===== src/rtl/btn_debounce_multi.sv =====
// N-channel push-button conditioner: polarity fix, 2-flop sync, counter debounce,
// press/release pulses, long-press pulse and auto-repeat while held.
module btn_debounce_multi #(
  parameter int              N_CH       = 5,
  parameter int              CNT_MAX    = 2_000_000,
  parameter int              LONG_CYC   = 100_000_000,
  parameter int              REPEAT_CYC = 20_000_000,
  parameter logic [N_CH-1:0] ACTIVE_LOW = '0
) (
  input  logic            clk,
  input  logic            rst_n,
  input  logic [N_CH-1:0] btn_in,
  output logic [N_CH-1:0] btn_level,
  output logic [N_CH-1:0] btn_press,
  output logic [N_CH-1:0] btn_release,
  output logic [N_CH-1:0] btn_long,
  output logic [N_CH-1:0] btn_repeat
);

  localparam int CW       = $clog2(CNT_MAX + 1);
  localparam int HOLD_MAX = (LONG_CYC > REPEAT_CYC) ? LONG_CYC : REPEAT_CYC;
  localparam int HW       = $clog2(HOLD_MAX + 1);

  localparam logic [CW-1:0] CNT_LAST  = CW'(CNT_MAX - 1);
  localparam logic [HW-1:0] LONG_LAST = HW'(LONG_CYC - 1);
  localparam logic [HW-1:0] REP_LAST  = HW'((REPEAT_CYC > 0) ? REPEAT_CYC - 1 : 0);

  typedef enum logic [1:0] {
    ST_IDLE,
    ST_HOLD,
    ST_REPEAT
  } hold_st_e;

  for (genvar gi = 0; gi < N_CH; gi++) begin : g_ch
    logic          sync0_q, sync1_q;
    logic          stable_q, stable_d;
    logic [CW-1:0] dcnt_q, dcnt_d;
    logic          press_q, press_d;
    logic          release_q, release_d;
    logic          long_q, repeat_q;
    logic [HW-1:0] hcnt_q;
    hold_st_e      state_q;

    // A new level is accepted only after CNT_MAX consecutive disagreeing cycles.
    always_comb begin
      stable_d  = stable_q;
      dcnt_d    = '0;
      press_d   = 1'b0;
      release_d = 1'b0;
      if (sync1_q != stable_q) begin
        if (dcnt_q == CNT_LAST) begin
          stable_d  = sync1_q;
          press_d   = sync1_q;
          release_d = ~sync1_q;
        end else begin
          dcnt_d = dcnt_q + CW'(1);
        end
      end
    end

    always_ff @(posedge clk) begin
      if (!rst_n) begin
        sync0_q   <= 1'b0;
        sync1_q   <= 1'b0;
        stable_q  <= 1'b0;
        dcnt_q    <= '0;
        press_q   <= 1'b0;
        release_q <= 1'b0;
        long_q    <= 1'b0;
        repeat_q  <= 1'b0;
        hcnt_q    <= '0;
        state_q   <= ST_IDLE;
      end else begin
        sync0_q   <= btn_in[gi] ^ ACTIVE_LOW[gi];
        sync1_q   <= sync0_q;
        stable_q  <= stable_d;
        dcnt_q    <= dcnt_d;
        press_q   <= press_d;
        release_q <= release_d;
        long_q    <= 1'b0;
        repeat_q  <= 1'b0;
        // An accepted release wins over any long/repeat due on the same edge.
        if (release_d) begin
          state_q <= ST_IDLE;
          hcnt_q  <= '0;
        end else begin
          case (state_q)
            ST_IDLE: begin
              if (press_d) begin
                state_q <= ST_HOLD;
                hcnt_q  <= '0;
              end
            end
            ST_HOLD: begin
              if (hcnt_q == LONG_LAST) begin
                long_q  <= 1'b1;
                hcnt_q  <= '0;
                state_q <= ST_REPEAT;
              end else begin
                hcnt_q <= hcnt_q + HW'(1);
              end
            end
            ST_REPEAT: begin
              // With repeat disabled the channel parks here with the counter frozen.
              if (REPEAT_CYC != 0) begin
                if (hcnt_q == REP_LAST) begin
                  repeat_q <= 1'b1;
                  hcnt_q   <= '0;
                end else begin
                  hcnt_q <= hcnt_q + HW'(1);
                end
              end
            end
            default: begin
              state_q <= ST_IDLE;
              hcnt_q  <= '0;
            end
          endcase
        end
      end
    end

    assign btn_level[gi]   = stable_q;
    assign btn_press[gi]   = press_q;
    assign btn_release[gi] = release_q;
    assign btn_long[gi]    = long_q;
    assign btn_repeat[gi]  = repeat_q;
  end

endmodule


===== config.mk =====
export PLATFORM = sky130hd
export DESIGN_NAME = btn_debounce_multi
export DESIGN_NICKNAME = d
export VERILOG_FILES = /design/src/rtl/btn_debounce_multi.sv
export SDC_FILE = /design/constraint.sdc
export NUM_CORES = 1
export LEC_CHECK = 0
export ABC_AREA = 1
export CORE_ASPECT_RATIO = 0.7
export CORE_MARGIN = 3
export CORE_UTILIZATION = 35
export CTS_CLUSTER_SIZE = 8
export DETAILED_ROUTE_END_ITERATION = 8
export HOLD_SLACK_MARGIN = 0.03
export PLACE_DENSITY = 0.59
export REMOVE_ABC_BUFFERS = 1
export SKIP_LAST_GASP = 1
export SLEW_MARGIN = 20
export SYNTH_ARGS = -nofsm -noshare
export SYNTH_HDL_FRONTEND = slang
export SYNTH_SLANG_ARGS = --single-unit

===== constraint.sdc =====
create_clock -name clk -period 2.95 [get_ports clk]
set_clock_uncertainty 0.15 [all_clocks]
set_input_delay 0.59 -clock clk [delete_from_list [all_inputs] [get_ports clk]]
set_output_delay 0.59 -clock clk [all_outputs]
set_load 0.03 [all_outputs]

Word level (Yosys, flattened, before mapping)
Index checks and enable logic that the tools add are counted.
- reductions and logical operators: 35
- add/sub/neg operators: 10
- muxes and demuxes: 65
- eq/ne operators: 40
- bitwise gates (word level): 21
- operators by type and width (cell ; count):
    $mux 27 ; 15
    $pmux 27 s3 ; 5
    $add 27x1->27 const B ; 5
    $eq 27x25->1 const B ; 5
    $eq 27x27->1 const B ; 5
    $add 21x1->21 const B ; 5
    $eq 21x21->1 const B ; 5
    $reduce_or 3->1 ; 15
    $mux 1 ; 30
    $pmux 2 s3 ; 5
    $not 1->1 ; 21
    $mux 2 ; 10
    $ne 2x2->1 const B ; 10
    $reduce_and 3->1 ; 5
    $eq 2x1->1 const B ; 5
    $eq 2x2->1 const B ; 5
    $logic_not 2->1 ; 5
    $reduce_and 2->1 ; 5
    $reduce_or 2->1 ; 5
    $ne 1x1->1 ; 5
- input bits: 7
- logic and storage cells: 221
- register bits: 285
- output and inout port bits: 25

Longest topological paths before layout
- depth after elaboration: 5
- mapped depth: 14
- depth with buffers taken out: 12

Worst setup path before layout
Ideal clock, no wire load.
- path kind: register to register
- from: register g_ch[2].hcnt_q[0]
- to: register g_ch[2].hcnt_q[25]
- setup time: 117 ps
- required time: 2683 ps
- period minus slack after synthesis: 1872 ps
- path slack: 1078 ps
- buffers on the path: 1
- arrival time: 1605 ps
- stages on the path, launching flop included: 14
- cells stage by stage: dfxtp_1 ha_1 inv_2 nor2_4 nand2_2 nor2_1 nand2_1 nand2_2 nand2_2 nand2_2 nand2_4 nand2_4 buf_6 nor2_1
- longest elaborated chain between the ends: 3
- elaborated cells between the ends (all ways): 6
- classes of those cells: 1 x add/sub; 2 x eq/ne; 3 x mux
- ends and longest elaborated chain (what ; RTL line ; RTL):
    from (decl) ; 41 ; logic [HW-1:0] hcnt_q;
    from (signal assigned) ; 100 ; hcnt_q <= hcnt_q + HW'(1);
    from (signal assigned) ; 110 ; hcnt_q <= hcnt_q + HW'(1);
    $add 27x1->27, or another cell as far along ; 100, 110 ;
    $mux 27, on equally long branches ; 106, 95 ;
    $pmux 27 s3 * ; 87 ; case (state_q)
Mark *: on every way between the ends. The rest lies on a longest branch, timed or not.
A chain may end at the register's enable or synchronous reset.

Final worst setup path
- from: register g_ch[1].stable_q
- to: output btn_level[1]
- RTL lines (what ; RTL line ; RTL):
    from (decl) ; 36 ; logic stable_q, stable_d;
    from (signal assigned) ; 76 ; stable_q <= stable_d;
    to (decl) ; 13 ; output logic [N_CH-1:0] btn_level,
No word-level cell between the ends.

==> impl_metrics.ini <==
[sta]
setup_slack_ns = 0.505
setup_violations = 0
maxSlewViolCount = 0
hold_viol = 0
rsz0062_at_grt = false
whs_ns = 0.262
post-route-period-util_pct = 82.9
fmax_mhz = 409
tns_ns = 0
worst_slew_pin_slew_ns = 0.658
slew_headroom_pct = 56.0
period_needed_ns = 2.44

[cts]
cts_setup_buffers = 0
clk_latency_ns = 0.54
cts_tree = done
cts_resized = 0
cts_buffers = 41
clock_sinks = 285
cts.clk_slew.worst_paths_ns = 0.05
cts_root_buf = clkbuf_16
cts_hold_buf = 0
clock_path_buffers = 3
htree_levels = 2

[synthesis]
synth-main-ff-cell = dfxtp_1
postSynthCellCount = 2532
avgSynthCellArea_um2 = 6.48
synth.ff_latch_count = 285
ys_types = 47
synth_edf_count = 0
ys_warn_count = 0
yosysSeqAreaShare_pct = 34.8
synth_area_um2 = 16400
async_reset_ff_share_pct = 0

[hold_path]
hold_path_class = flip-flop to flip-flop

[place]
placed_area_um2 = 17100
port_buffers = 31
dp_cells = 3111
pre_cts_ws_ns = 0.379
dp_hpwl_um = 30900
place_congestion = 0.933

[critical_path]
required_ns = 2.21
path_max_fanout = 4
start_kind = flip-flop
arrival_ns = 1.70
cp.buffers_inverters = 1
r2r-start = g_ch[3].dcnt_q[0]
endpoint_kind = output pin
max_stage_delay_ns = 0.73
crit_cells = 1
r2r_cells = 10
cp_top_family = buffers and inverters
endpoint = btn_level[1]
cp-startpoint = g_ch[1].stable_q
r2r_slack_ns = 0.61
slowest_stage = clkdlybuf4s50_1
r2r-end = g_ch[3].hcnt_q[15]
critPathKind = flip-flop to output pin
crit_chain = clkdlybuf4s50_1

[global_routing]
antenna_found_initial = 0
grt_pass1_vias = 13923
grtUsageTotal_pct = 16.6
gr-total-overflow = 0
grt_pass1_wl_um = 69800
grt_max_degree = 49

[detailed_routing]
antenna_left = 0
vias = 15554
drc = 0
via_per_inst = 4.93
dr.pass1.iters = 5
wirelength_um = 41500
drt_iter0_markers = 1280
routedWlPerCell_um = 13.2

[floorplan]
ios = 32
rows = 65
core_area_um2 = 45700
die_w_um = 265
die_area_um2 = 49600
die_height_um = 187
initial_utilization_pct = 35.9

[finish]
antenna_cells = 0
drive_gt1_share_pct = 6.89
utilization_pct = 39.8
fin_area_um2 = 18200
fin_nets = 2588
layout.cells.non_filler = 3156
syn2layout_area_growth_pct = 10.8

[power]
power_mw = 8.82
power_leakage_nw = 6.93
ir_worst_vdd_v = 0.000391
powerDensity_nw_per_um2 = 485

[run_status]
status = finished, final reports clean

[flow_run]
maxCapViolCount = 0
## worst min-delay path by stage
stage	start	cells after the start	end
finish	g_ch[1].sync0_q	2	g_ch[1].sync1_q
global route	g_ch[1].sync0_q	2	g_ch[1].sync1_q
CTS	g_ch[1].sync0_q	2	g_ch[1].sync1_q
detailed placement	g_ch[2].sync0_q	2	g_ch[2].sync1_q
global placement	g_ch[0].sync0_q	2	g_ch[0].sync1_q
floorplan	g_ch[0].sync0_q	2	g_ch[0].sync1_q
## registers in the layout, summed over array words and instances, names as in the netlist
name	cells
g_ch.sync1_q	5
g_ch.release_q	5
g_ch.stable_q	5
g_ch.sync0_q	5
g_ch.dcnt_q	105
g_ch.state_q	10
g_ch.long_q	5
g_ch.press_q	5
g_ch.hcnt_q	135
g_ch.repeat_q	5
## per-layer routing
metal,vias up,GRT usage [%],share of wire (%)
li1,8093,-,-
met1,7001,26.5,54
met2,414,22.6,38
met3,46,3.25,6.9
met4,0,3.50,1.2
met5,-,0,0
## cells in the final DEF (no fill, tap or decap), types with 25 or more instances in the layout
cell | netlist | final
nand2_1 | 601 | 601
nor2_1 | 433 | 433
inv_1 | 306 | 306
dfxtp_1 | 285 | 285
nand3_1 | 198 | 198
a21oi_1 | 129 | 129
o21ai_0 | 85 | 85
nand4_1 | 78 | 78
nor3_1 | 70 | 70
xor2_1 | 51 | 51
clkbuf_16 | 0 | 42
clkdlybuf4s50_1 | 0 | 31
ha_1 | 30 | 30
nand2_2 | 25 | 25
## logic make-up after synthesis
family / count (synthesis) / synth area share (%)
flops: 285 / 34.8
simple gates: 1500 / 40.5
fa+ha+maj: 30 / 2.29
xor+xnor: 63 / 3.36
compound gates: 255 / 8.33
buf+inv: 399 / 10.7
## report_power, final
part | internal [mW] | total, mW | switching [mW]
registers | 3.90 | 3.95 | 0.0468
logic | 0.193 | 0.675 | 0.482
clock network | 2.51 | 4.19 | 1.69
total | 6.60 | 8.82 | 2.22
## cell type report
type / count / area [um2]
multi-input cells: 1848 / 8950
inverters: 326 / 1220
clock inverters: 3 / 41.3
well taps: 603 / 754
clock buffers: 42 / 1050
repair buffers: 49 / 458
flip-flops and latches: 285 / 5710
fillers: 4830 / 27500
## Yosys cell counts (2+ instances only)
| cell type | instances | area (um2) |
|---|---|---|
| a211oi_1 | 8 | 60.1 |
| a21oi_1 | 129 | 646 |
| a31oi_1 | 6 | 37.5 |
| and3_1 | 4 | 25.0 |
| buf_2 | 18 | 90.1 |
| buf_4 | 31 | 233 |
| buf_6 | 14 | 158 |
| clkbuf_1 | 3 | 11.3 |
| clkbuf_2 | 5 | 25.0 |
| clkinv_1 | 3 | 11.3 |
| dfxtp_1 | 285 | 5710 |
| ha_1 | 30 | 375 |
| inv_1 | 306 | 1150 |
| inv_2 | 17 | 63.8 |
| nand2_1 | 601 | 2260 |
| nand2_2 | 25 | 156 |
| nand2_4 | 13 | 146 |
| nand3_1 | 198 | 991 |
| nand3_2 | 6 | 60.1 |
| nand3b_1 | 7 | 52.6 |
| nand4_1 | 78 | 488 |
| nand4_2 | 2 | 25.0 |
| nor2_1 | 433 | 1630 |
| nor2_2 | 20 | 125 |
| nor2_4 | 7 | 78.8 |
| nor3_1 | 70 | 350 |
| nor3_2 | 8 | 80.1 |
| nor3b_1 | 5 | 37.5 |
| nor4_1 | 8 | 50.1 |
| o2111ai_1 | 2 | 17.5 |
| o21a_1 | 10 | 75.1 |
| o21ai_0 | 85 | 425 |
| o21ai_1 | 5 | 25.0 |
| o21ai_2 | 4 | 35.0 |
| o21bai_1 | 3 | 22.5 |
| or2_0 | 3 | 18.8 |
| or2_2 | 9 | 56.3 |
| xnor2_1 | 12 | 105 |
| xor2_1 | 51 | 447 |
Power figures use the tool's default switching activity.
